`src/rtl/ahb_read_scheduler.sv`:
```
// Round-robin arbiter/sequencer sharing one AHB read master between NREQ requesters.
// Optional watchdog on the BUSY wait: define AHB_RD_SCHED_WATCHDOG_EN.
module ahb_read_scheduler #(
  parameter int unsigned NREQ         = 4,
  parameter int unsigned ADDRESSWIDTH = 32,
  parameter int unsigned IDW          = 2,
  parameter int unsigned WDOG_CYCLES  = 4096
) (
  input  logic                         clk,
  input  logic                         reset_n,
  input  logic [NREQ-1:0]              req,
  input  logic [NREQ*ADDRESSWIDTH-1:0] req_base,
  input  logic [NREQ*ADDRESSWIDTH-1:0] req_length,
  input  logic [NREQ*3-1:0]            req_size,
  input  logic [NREQ-1:0]              req_fixed,
  output logic [NREQ-1:0]              done,
  output logic [NREQ-1:0]              err,
  output logic [IDW-1:0]               owner,
  output logic                         owner_valid,
  output logic                         control_go,
  output logic [ADDRESSWIDTH-1:0]      control_read_base,
  output logic [ADDRESSWIDTH-1:0]      control_read_length,
  output logic                         control_fixed_location,
  output logic [2:0]                   data_size,
  input  logic                         control_done,
  input  logic                         abort
`ifdef AHB_RD_SCHED_WATCHDOG_EN
  ,
  output logic                         timeout
`endif
);

  localparam int unsigned AW = ADDRESSWIDTH;
  localparam int unsigned SW = 3;

  if ((2 ** IDW) < NREQ || WDOG_CYCLES == 0) begin : g_bad_param
    $error("ahb_read_scheduler: IDW too narrow for NREQ or zero WDOG_CYCLES");
  end

  typedef enum logic [1:0] {S_IDLE, S_GO, S_BUSY, S_FINISH} state_e;

  state_e          state_q, state_d;
  logic [IDW-1:0]  rr_ptr_q, rr_ptr_d;
  logic [IDW-1:0]  owner_q, owner_d;
  logic [NREQ-1:0] done_q, done_d;
  logic [NREQ-1:0] err_q, err_d;
  logic            control_go_q, control_go_d;
  logic            owner_valid_q, owner_valid_d;
  logic [AW-1:0]   base_q, base_d;
  logic [AW-1:0]   length_q, length_d;
  logic            fixed_q, fixed_d;
  logic [SW-1:0]   size_q, size_d;

`ifdef AHB_RD_SCHED_WATCHDOG_EN
  localparam logic [15:0] WDOG_LAST = 16'(WDOG_CYCLES - 1);
  logic [15:0] wdog_q, wdog_d;
  logic        timeout_q, timeout_d;
`endif

  logic            pick_found_c;
  logic [IDW-1:0]  pick_idx_c;
  logic [NREQ-1:0] pick_onehot_c;
  logic [NREQ-1:0] owner_onehot_c;
  logic [AW-1:0]   sel_base_c;
  logic [AW-1:0]   sel_length_c;
  logic [SW-1:0]   sel_size_c;
  logic            sel_fixed_c;
  logic [1:0]      align_mask_c;
  logic            desc_bad_c;

  function automatic logic [IDW-1:0] next_idx(input logic [IDW-1:0] idx);
    if (idx == IDW'(NREQ - 1)) return '0;
    return idx + IDW'(1);
  endfunction

  // First set request at or after rr_ptr, wrapping modulo NREQ.
  always_comb begin
    pick_found_c = 1'b0;
    pick_idx_c   = '0;
    for (int k = 0; k < int'(NREQ); k++) begin
      for (int i = 0; i < int'(NREQ); i++) begin
        if (!pick_found_c && req[i] && (i == (int'(rr_ptr_q) + k) % int'(NREQ))) begin
          pick_found_c = 1'b1;
          pick_idx_c   = IDW'(i);
        end
      end
    end
  end

  always_comb begin
    sel_base_c     = '0;
    sel_length_c   = '0;
    sel_size_c     = '0;
    sel_fixed_c    = 1'b0;
    pick_onehot_c  = '0;
    owner_onehot_c = '0;
    for (int i = 0; i < int'(NREQ); i++) begin
      if (pick_idx_c == IDW'(i)) begin
        sel_base_c       = req_base[i*AW +: AW];
        sel_length_c     = req_length[i*AW +: AW];
        sel_size_c       = req_size[i*SW +: SW];
        sel_fixed_c      = req_fixed[i];
        pick_onehot_c[i] = 1'b1;
      end
      owner_onehot_c[i] = (owner_q == IDW'(i));
    end
  end

  // Length must be non-zero and a whole number of beats of the requested size.
  always_comb begin
    case (sel_size_c)
      3'd0:    align_mask_c = 2'b00;
      3'd1:    align_mask_c = 2'b01;
      default: align_mask_c = 2'b11;
    endcase
    desc_bad_c = (sel_length_c == '0) || (sel_size_c > 3'd2) ||
                 ((sel_length_c[1:0] & align_mask_c) != 2'b00);
  end

  always_comb begin
    state_d       = state_q;
    rr_ptr_d      = rr_ptr_q;
    owner_d       = owner_q;
    done_d        = '0;
    err_d         = '0;
    control_go_d  = 1'b0;
    owner_valid_d = owner_valid_q;
    base_d        = base_q;
    length_d      = length_q;
    fixed_d       = fixed_q;
    size_d        = size_q;
`ifdef AHB_RD_SCHED_WATCHDOG_EN
    wdog_d        = wdog_q;
    timeout_d     = 1'b0;
`endif
    case (state_q)
      S_IDLE: begin
        if (pick_found_c) begin
          owner_d  = pick_idx_c;
          base_d   = sel_base_c;
          length_d = sel_length_c;
          fixed_d  = sel_fixed_c;
          size_d   = sel_size_c;
          if (desc_bad_c) begin
            err_d    = pick_onehot_c;
            rr_ptr_d = next_idx(pick_idx_c);
          end else begin
            state_d       = S_GO;
            control_go_d  = 1'b1;
            owner_valid_d = 1'b1;
`ifdef AHB_RD_SCHED_WATCHDOG_EN
            wdog_d        = '0;
`endif
          end
        end
      end
      // Master's length counter is stale here, so done/abort are not sampled.
      S_GO: state_d = S_BUSY;
      S_BUSY: begin
        if (abort || control_done) begin
          state_d       = S_FINISH;
          owner_valid_d = 1'b0;
          rr_ptr_d      = next_idx(owner_q);
          if (abort) err_d = owner_onehot_c;
          else       done_d = owner_onehot_c;
        end
`ifdef AHB_RD_SCHED_WATCHDOG_EN
        else if (wdog_q == WDOG_LAST) begin
          state_d       = S_FINISH;
          owner_valid_d = 1'b0;
          rr_ptr_d      = next_idx(owner_q);
          err_d         = owner_onehot_c;
          timeout_d     = 1'b1;
        end else begin
          wdog_d = wdog_q + 16'd1;
        end
`endif
      end
      S_FINISH: state_d = S_IDLE;
      default:  state_d = S_IDLE;
    endcase
  end

  always_ff @(posedge clk) begin
    if (!reset_n) begin
      state_q       <= S_IDLE;
      rr_ptr_q      <= '0;
      owner_q       <= '0;
      done_q        <= '0;
      err_q         <= '0;
      control_go_q  <= 1'b0;
      owner_valid_q <= 1'b0;
      base_q        <= '0;
      length_q      <= '0;
      fixed_q       <= 1'b0;
      size_q        <= 3'b010;
`ifdef AHB_RD_SCHED_WATCHDOG_EN
      wdog_q        <= '0;
      timeout_q     <= 1'b0;
`endif
    end else begin
      state_q       <= state_d;
      rr_ptr_q      <= rr_ptr_d;
      owner_q       <= owner_d;
      done_q        <= done_d;
      err_q         <= err_d;
      control_go_q  <= control_go_d;
      owner_valid_q <= owner_valid_d;
      base_q        <= base_d;
      length_q      <= length_d;
      fixed_q       <= fixed_d;
      size_q        <= size_d;
`ifdef AHB_RD_SCHED_WATCHDOG_EN
      wdog_q        <= wdog_d;
      timeout_q     <= timeout_d;
`endif
    end
  end

  assign done                   = done_q;
  assign err                    = err_q;
  assign owner                  = owner_q;
  assign owner_valid            = owner_valid_q;
  assign control_go             = control_go_q;
  assign control_read_base      = base_q;
  assign control_read_length    = length_q;
  assign control_fixed_location = fixed_q;
  assign data_size              = size_q;
`ifdef AHB_RD_SCHED_WATCHDOG_EN
  assign timeout                = timeout_q;
`endif

endmodule

```
`config.mk`:
```
export PLATFORM = sky130hd
export DESIGN_NAME = ahb_read_scheduler
export DESIGN_NICKNAME = d
export VERILOG_FILES = /design/src/rtl/ahb_read_scheduler.sv
export SDC_FILE = /design/constraint.sdc
export NUM_CORES = 1
export LEC_CHECK = 0
export BUFFER_PORTS_ARGS = -buffer_cell sky130_fd_sc_hd__buf_4
export CAP_MARGIN = 5
export CORE_MARGIN = 10
export CORE_UTILIZATION = 37
export CTS_BUF_LIST = sky130_fd_sc_hd__clkbuf_16
export DETAILED_ROUTE_END_ITERATION = 10
export GPL_ROUTABILITY_DRIVEN = 0
export HOLD_SLACK_MARGIN = 0.1
export PLACE_DENSITY = 0.75
export SLEW_MARGIN = 10
export SYNTH_ARGS = -nofsm -noshare
export SYNTH_HDL_FRONTEND = slang
export SYNTH_SLANG_ARGS = --single-unit
```
`constraint.sdc`:
```
create_clock -name clk -period 6.1 [get_ports clk]
set_input_delay 1.22 -clock clk [delete_from_list [all_inputs] [get_ports clk]]
set_output_delay 1.22 -clock clk [all_outputs]
set_load 0.02 [all_outputs]
```
==> results of run 1 <==
==> flip-flops by register name, indices dropped and copies added, names as in the netlist <==
name / count
control_read_length: 32
owner: 2
done: 4
rr_ptr_q: 2
err: 4
owner_valid: 1
control_fixed_location: 1
data_size: 3
control_read_base: 32
state_q: 2
control_go: 1
==> how the worst max path moves through the flow <==
stage / from / to / depth (start not counted) / slack (ns)
6_report: req[0] / state_q[0] / 14 / 1.15
5_1_grt: req[0] / err[2] / 14 / 0.89
4_1_cts: req[0] / err[1] / 14 / 1.20
3_5_place_dp: req[0] / state_q[0] / 14 / 0.86
3_3_place_gp: req[0] / err[0] / 14 / 0.98
2_1_floorplan: req[0] / state_q[0] / 15 / 2.18
==> stage by stage <==
step	cell area [sq um]	power, mW	utilization (%)
floorplan	5460	2.18	-
global placement	8170	2.93	56.4
detailed placement	8170	2.95	56.4
CTS	8510	3.59	58.8
global route	8540	3.84	59.0
finish	8540	3.59	59.0
==> cells in the final DEF, fill, tap and decap left out, types with 2 or more instances in the layout <==
cell,instances
o22ai_1,51
nor4_1,5
nor2_1,5
or3_1,30
nor3_1,2
and3_1,3
nand3b_1,35
a21oi_1,74
and2_1,5
o211a_1,35
mux2i_1,3
nand4_1,2
nand2_1,115
nand3_1,3
inv_1,14
a22oi_1,4
clkbuf_16,9
a21boi_0,32
bufinv_16,3
clkinv_4,2
a221o_1,2
nor2b_1,36
ha_1,6
a221oi_1,32
ha_2,3
buf_4,367
dfxtp_1,84
o211ai_1,35
a32o_1,4
o21ai_0,4
==> critical path, cell delays in order <==
cell and delay (ns):
buf_4 0.12, nor2b_1 0.13, a21oi_1 0.13, o22ai_1 0.10, a21oi_1 0.49, ha_2 0.32, buf_4 0.30, inv_1 0.53
o22ai_1 0.39, o22ai_1 0.14, nor4_1 0.46, nand4_1 0.30, a21o_1 0.28, o221a_1 0.23
==> final cells by class <==
type / instances / area (sq um) / share of cell area (%)
sequential: 84 / 1680 / 19.7
tap: 184 / 230 / 2.70
inverter: 13 / 48.8 / 0.571
clock buffer: 9 / 225 / 2.64
clock inverter: 7 / 116 / 1.36
multi-input combinational: 538 / 3450 / 40.5
timing repair buffer: 368 / 2780 / 32.6
==> power by group through the flow <==
stage / clock, mW / sequential, mW / combinational [mW]
5_1_grt: 0.663 / 0.894 / 2.28
2_1_floorplan: 0 / 1.11 / 1.07
3_5_place_dp: 0 / 0.880 / 2.07
3_3_place_gp: 0 / 0.874 / 2.06
6_report: 0.631 / 0.870 / 2.09
4_1_cts: 0.644 / 0.870 / 2.08
==> kinds of logic after synthesis <==
kind of cell	count (synthesis)	share of synthesized area, %
buf+inv	86	6.51
simple gates	246	23.4
flops	84	30.8
compound gates	278	36.2
mux	4	0.756
fa+ha+maj	10	2.29
==> layer usage <==
metal	wire length (microns)	track usage, %	vias to the layer above
met3	2730	9.05	39
met2	12400	39.5	339
met4	621	7.75	0
li1	-	-	3257
met1	9830	27.7	3140
met5	0	0	-
==> results.cfg, run 1 <==
[clocking]
numCtsBuffers = 9
cts_resized = 0
cts_buffer_depth = 2
postCtsSetupBuffers = 0
cts_sinks = 84
cts_root_buffer = clkbuf_16
cts_tree = done
clk_pin_slew_worst_paths_ns = 0.07
hold_buffers = 0
clock_latency_ns = 0.34
htreeDepth = 3

[synthesis]
synth_top_area_cell = dfxtp_1
synth_nets = 998
synth_warnings = 0
synth_top_area_share_pct = 30.8
synthDistinctLibCells = 39
yosys.cell_count.top_type = nand2_1
postSynthAreaPerCell_sq_um = 7.71
synth_enable_flop_cells = 0
netlist_instances = 708
synth_area_leaders = dfxtp_1, nand2_1, a21oi_1
ys_seq_elements = 84
synthArstFlopShare_pct = 0
syn-cell-area_sq_um = 5460
synthFlopType = dfxtp_1
ys_seq_area_share_pct = 30.8
synth_common_cells = nand2_1, dfxtp_1, a21oi_1

[grt]
track_usage_pct = 23.8
grt_pass1_vias = 6635
grt_max_degree = 84
grt_pass1_wl_microns = 37900
antenna_found_initial = 0
grt_overflow = 0

[sta]
fin_skew_ns = 0.00790
drv_slew = 0
min_period_ns = 4.95
holdWs_ns = 0.463
slew_headroom_pct = 17.9
finalWorstSetupSlack_ns = 1.15
fmax_mhz = 202
period_share_pct = 81.2
worstMarginPinSlew_ns = 1.23
tns_ns = 0
rsz0062_at_grt = no
setup-violations-final = 0
finalHoldViolCount = 0

[power]
leakage_nw = 4.00
p_clk_share_pct = 17.6
seq_power_share_pct = 24.2
switchingPower_mw = 1.55
combPwrFrac_pct = 58.2
vdd_drop_max_mv = 0.200
power.density_nw_per_um2 = 421
intPower_mw = 2.04
sw_frac_of_total_pct = 43.2

[setup_path]
r2r_end = state_q[0]
cp.required_ns = 6.33
r2r_slack_ns = 1.83
r2r_cells = 13
worstSetupEndpointType = flop
crit_arrival_ns = 5.19
critPathKind = primary input to flop
crit_path_start_kind = primary input
worstPathMaxFanout = 33
reg2reg_from = rr_ptr_q[0]

[floorplanning]
rows = 44
die_w_microns = 141
start_util_pct = 37.7
pin_count = 360
die_area_sq_um = 20000
die_h_microns = 141
core_sq_um = 14500

[detailed_routing]
avgRoutedWirePerCell_microns = 21.3
vias = 6775
firstDrtPassIters = 5
drtIter0Drc = 456
via_per_inst = 5.63
routed_wirelength_microns = 25600
drc = 0
ant_nets = 0

[min_path]
hold_end = control_read_length[7]
whs_path_depth = 2
hp-class = flop to flop
hold_start = control_read_length[7]

[outcome]
outcome = finished, final reports clean

[final_layout]
antenna_cells = 0
final_nets = 1304
instances_no_fill = 1203
area_delta_synth_final_pct = 56.4
fillers = 1362
drive_gt1_share_pct = 38.4

[placed_design]
hpwl_microns = 19900
port_buffers = 359
post-place-ws_ns = 0.859
dp_cells = 1186

[run]
drv_cap = 0
Power figures use the tool's default switching activity.
==> run 2: changes to the inputs <==
--- a/config.mk
+++ b/config.mk
@@ -5,6 +5,7 @@
 export SDC_FILE = /design/constraint.sdc
 export NUM_CORES = 1
 export LEC_CHECK = 0
+export ABC_AREA = 1
 export BUFFER_PORTS_ARGS = -buffer_cell sky130_fd_sc_hd__buf_4
 export CAP_MARGIN = 5
 export CORE_MARGIN = 10
@@ -13,7 +14,7 @@
 export DETAILED_ROUTE_END_ITERATION = 10
 export GPL_ROUTABILITY_DRIVEN = 0
 export HOLD_SLACK_MARGIN = 0.1
-export PLACE_DENSITY = 0.75
+export PLACE_DENSITY = 0.77
 export SLEW_MARGIN = 10
 export SYNTH_ARGS = -nofsm -noshare
 export SYNTH_HDL_FRONTEND = slang
==> constraint.sdc (replaced) <==
create_clock -name clk -period 4.5 [get_ports clk]
set_input_delay 0.9 -clock clk [delete_from_list [all_inputs] [get_ports clk]]
set_output_delay 0.9 -clock clk [all_outputs]
set_load 0.02 [all_outputs]
==> results.cfg, run 2 <==
[floorplanning]
die_h_microns = 144
pin_count = 360
rows = 45
start_util_pct = 37.7
die_area_sq_um = 20800
die_w_microns = 144
core_sq_um = 15100

[synthesis]
synth_top_area_cell = dfxtp_1
synthSimpleGateAreaFrac_pct = 33.8
muxShareOfSynthArea_pct = 0
synth-xor-area-share_pct = 0
ys_seq_area_share_pct = 29.4
netlist_instances = 955
ys_seq_elements = 84
synth_enable_flop_cells = 0
synth_nets = 1245
postSynthAreaPerCell_sq_um = 5.99
yosys.cell_count.top_type = nand2_1
syn-cell-area_sq_um = 5720
synthDistinctLibCells = 31
synth_area_leaders = dfxtp_1, nand2_1, nor2_1
synthFlopType = dfxtp_1
synth_compound_area_share_pct = 25.0
synthArstFlopShare_pct = 0
synthAdderAreaFrac_pct = 2.19
synth_top_area_share_pct = 29.4
synth_warnings = 0
synth_common_cells = nand2_1, nor2_1, dfxtp_1
synth_top_family_by_area = simple AND/OR/NAND/NOR gates

[setup_path]
r2r_cells = 22
critPathKind = primary input to flop
worstSetupEndpointType = flop
crit_path_start_kind = primary input
worstPathMaxFanout = 38
r2r_end = owner_valid
cp.required_ns = 4.74
reg2reg_from = rr_ptr_q[1]
crit_arrival_ns = 4.30
r2r_slack_ns = 0.64

[detailed_routing]
ant_nets = 0
routed_wirelength_microns = 28000
vias = 7745
avgRoutedWirePerCell_microns = 19.0
drtIter0Drc = 524
via_per_inst = 5.26
firstDrtPassIters = 7
drc = 0

[final_layout]
antenna_cells = 0
final_core_util_pct = 58.8
final_area_sq_um = 8910
fillers = 1459
final_common_cell = buf_4
area_delta_synth_final_pct = 55.9
drive_gt1_share_pct = 32.3
final_nets = 1569
final_cell_mix = buf_4, nand2_1, nor2_1, dfxtp_1, o21ai_0
instances_no_fill = 1472

[power]
leakage_nw = 4.48
total_power_mw = 6.88
intPower_mw = 3.33
seq_power_share_pct = 17.1
vdd_drop_max_mv = 0.313
switchingPower_mw = 3.55
sw_frac_of_total_pct = 51.6
combPwrFrac_pct = 71.3
p_clk_share_pct = 11.5
power.density_nw_per_um2 = 772

[sta]
holdWs_ns = 0.479
min_period_ns = 4.06
worstMarginPinSlew_ns = 0.811
tns_ns = 0
setup-violations-final = 0
finalWorstSetupSlack_ns = 0.436
rsz0062_at_grt = no
fmax_mhz = 246
drv_slew = 0
period_share_pct = 90.3
slew_headroom_pct = 46.0
fin_skew_ns = 0.00668
finalHoldViolCount = 0

[clocking]
cts_tree = done
htreeDepth = 3
clk_pin_slew_worst_paths_ns = 0.06
hold_buffers = 0
cts_sinks = 84
cts_root_buffer = clkbuf_16
numCtsBuffers = 9
cts_buffer_depth = 2
clock_latency_ns = 0.34

[grt]
antenna_found_initial = 0
grt_pass1_wl_microns = 40800
grt_max_degree = 100
track_usage_pct = 25.1
grt_pass1_vias = 7522
grt_overflow = 0

[run]
drv_cap = 0

[min_path]
hold_end = state_q[0]
hp-class = flop to flop
hold_start = state_q[0]
whs_path_depth = 2

[outcome]
outcome = finished, final reports clean

[placed_design]
dp_cells = 1455
hpwl_microns = 21700
dpl-instance-area_sq_um = 8590
post-place-ws_ns = -0.0214
port_buffers = 359
run 2: worst max path at each step:
| stage | endpoint | cells after the start | slack [ns] | start |
|---|---|---|---|---|
| finish | owner_valid | 22 | 0.44 | req[3] |
| global route | rr_ptr_q[0] | 30 | 0.04 | req[3] |
| CTS | owner_valid | 26 | 0.26 | req[3] |
| detailed placement | owner_valid | 26 | -0.02 | req[3] |
| global placement | owner_valid | 26 | 0.15 | req[3] |
| floorplan | owner_valid | 27 | 0.80 | req[3] |
run 2: worst max-delay path, stage by stage:
cell	delay, ns
buf_4	0.13
nand3_1	0.10
nand2_1	0.10
nor2_1	0.14
nand4_2	0.12
nor2_2	0.12
nand4_2	0.12
nor3_2	0.19
o211ai_1	0.16
nand2_2	0.16
ha_2	0.23
buf_12	0.22
buf_4	0.42
o21ai_0	0.18
o21ai_0	0.21
nand2_1	0.10
nor2_1	0.17
nand2_1	0.10
a21oi_2	0.20
nand3_1	0.10
nand2_1	0.07
nor2_1	0.06
run 2: power groups by stage:
stage               Combinational [mW]  Sequential, mW  Clock, mW
global route                      5.45            1.21      0.841
global placement                  4.83            1.18          0
CTS                               4.88            1.18      0.809
floorplan                         2.94            1.46          0
detailed placement                4.87            1.19          0
finish                            4.91            1.18      0.794
run 2: kinds of logic after synthesis:
group,count (synthesis)
simple gates,489
fa+ha+maj,10
buf+inv,133
flops,84
compound gates,239
run 2: layout make-up:
| class | count | area (sq um) | share of cell area (%) |
|---|---|---|---|
| clock buffer | 9 | 225 | 2.53 |
| clock inverter | 7 | 82.6 | 0.927 |
| inverter | 64 | 243 | 2.72 |
| multi-input combinational | 738 | 3530 | 39.6 |
| sequential | 84 | 1680 | 18.9 |
| tap | 188 | 235 | 2.64 |
| timing repair buffer | 382 | 2920 | 32.7 |
run 2: routing by layer:
layer | track usage [%] | vias up | routed length, microns
met5 | 0 | - | 0
met4 | 9.26 | 0 | 793
met3 | 8.99 | 42 | 3370
met2 | 42.9 | 401 | 13600
met1 | 27.9 | 3515 | 10200
li1 | - | 3787 | -
run 2: what timing repair did:
item | 4_1_cts | 5_1_grt
setup endpoints to repair | 0 | 9
endpoints found under the hold margin | 0 | 0
buffers inserted | 0 | 1
resized for setup | 0 | 3
==> run 3: changes to the inputs <==
--- a/config.mk
+++ b/config.mk
@@ -8,11 +8,10 @@
 export ABC_AREA = 1
 export BUFFER_PORTS_ARGS = -buffer_cell sky130_fd_sc_hd__buf_4
 export CAP_MARGIN = 5
-export CORE_MARGIN = 10
+export CORE_ASPECT_RATIO = 0.5
 export CORE_UTILIZATION = 37
 export CTS_BUF_LIST = sky130_fd_sc_hd__clkbuf_16
 export DETAILED_ROUTE_END_ITERATION = 10
-export GPL_ROUTABILITY_DRIVEN = 0
 export HOLD_SLACK_MARGIN = 0.1
 export PLACE_DENSITY = 0.77
 export SLEW_MARGIN = 10
==> results.cfg, run 3 (same netlist as run 2, synthesis figures left out) <==
[min_path]
hold_end = state_q[0]
whs_path_depth = 2
hp-class = flop to flop
hold_start = state_q[0]

[detailed_routing]
met1_length_microns = 9680
wl_met3_microns = 1910
avgRoutedWirePerCell_microns = 16.3
drtIter0Drc = 546
wl_met2_microns = 11700
vias = 7554
drc = 0
firstDrtPassIters = 5
via_per_inst = 5.12
ant_nets = 0
routed_wirelength_microns = 24100
routed.top_layer = met4

[floorplanning]
die_area_sq_um = 16000
rows = 31
core_sq_um = 14800
pin_count = 360
die_h_microns = 89.9
die_w_microns = 178
start_util_pct = 38.7

[clocking]
clock_latency_ns = 0.34
htreeDepth = 3
numCtsBuffers = 9
cts_sinks = 84
postCtsSetupBuffers = 0
cts_buffer_depth = 2
cts_root_buffer = clkbuf_16
cts_resized = 0
clk_pin_slew_worst_paths_ns = 0.07
cts_tree = done
hold_buffers = 0

[setup_path]
r2r_end = state_q[1]
cp.required_ns = 4.78
worstPathMaxFanout = 28
crit_path_frequent_cell = nand2_1
r2r_cells = 30
crit_arrival_ns = 4.32
critPathMaxStageDelay_ns = 0.25
slowest_stage = ha_4
r2r_slack_ns = 0.60
critPathKind = primary input to flop
worstSetupEndpointType = flop
reg2reg_from = rr_ptr_q[1]
crit_path_start_kind = primary input

[placed_design]
port_buffers = 359
globalplace.congestion = 0.961
hpwl_microns = 18300

[sta]
holdWs_ns = 0.479
period_share_pct = 89.6
finalHoldViolCount = 0
min_period_ns = 4.03
setup-violations-final = 0
tns_ns = 0
fin_skew_ns = 0.00952
drv_slew = 0
worstMarginPinSlew_ns = 0.781
rsz0062_at_grt = no
slew_headroom_pct = 47.9
fmax_mhz = 248

[grt]
grt_pass1_vias = 6905
grt_overflow = 0
grt_pass1_wl_microns = 36500
grt_max_degree = 100
track_usage_pct = 29.3
antenna_found_initial = 0

[final_layout]
final_common_cell = buf_4
final_nets = 1563
final_cell_mix = buf_4, nand2_1, nor2_1, dfxtp_1, o21ai_0
antenna_cells = 0
area_delta_synth_final_pct = 55.6
fillers = 1442
drive_gt1_share_pct = 32.4

[power]
power.density_nw_per_um2 = 765
leakage_nw = 4.45
vdd_drop_max_mv = 0.383

[run]
drv_cap = 0

[outcome]
outcome = finished, final reports clean
## run 3: report_power, final
group	internal (mW)	switching (mW)
Combinational	1.80	3.05
Sequential	1.02	0.162
Clock	0.436	0.337
## run 3: final cells by class
class	count	area [sq um]	area share (%)
Clock buffer	9	225	2.53
Sequential cell	84	1680	18.9
Timing Repair Buffer	376	2870	32.3
Inverter	64	243	2.73
Tap cell	198	248	2.79
Multi-Input combinational cell	738	3550	39.9
Clock inverter	7	75.1	0.844
## run 3: per-layer routing
layer | global-route usage (%) | vias up
li1 | - | 3776
met1 | 36.8 | 3383
met2 | 48.9 | 341
met3 | 6.43 | 54
met4 | 10.9 | 0
met5 | 0 | -
## run 3: per-stage QoR
stage | instance area [sq um] | cells | worst slack (ns) | power (mW) | utilization, %
final | 8890 | 1476 | 0.467 | 6.81 | 60.2
after global routing | 8890 | 1476 | 0.0325 | 7.44 | 60.2
after CTS | 8870 | 1476 | 0.342 | 6.79 | 60.0
after detailed placement | 8570 | 1460 | 0.00561 | 6.01 | 58.0
after global placement | 8570 | 1460 | 0.131 | 5.95 | 58.0
after floorplan | 5720 | 955 | 0.796 | 4.39 | -
## run 3: worst max path at each step
| stage | start | end | cells past startpoint | slack [ns] |
|---|---|---|---|---|
| after floorplan | req[3] | owner_valid | 27 | 0.80 |
| after global placement | req[3] | err[0] | 28 | 0.13 |
| after detailed placement | req[3] | err[2] | 25 | 0.006 |
| after CTS | req[3] | err[0] | 25 | 0.34 |
| after global routing | req[3] | err[0] | 30 | 0.03 |
| final | req[3] | rr_ptr_q[0] | 29 | 0.47 |
## run 3: worst max-delay path, delay by kind of cell
family,cells,cell delay [ns]
compound gates,2,0.26
buf+inv,5,0.65
simple gates,21,2.22
fa+ha+maj,1,0.25
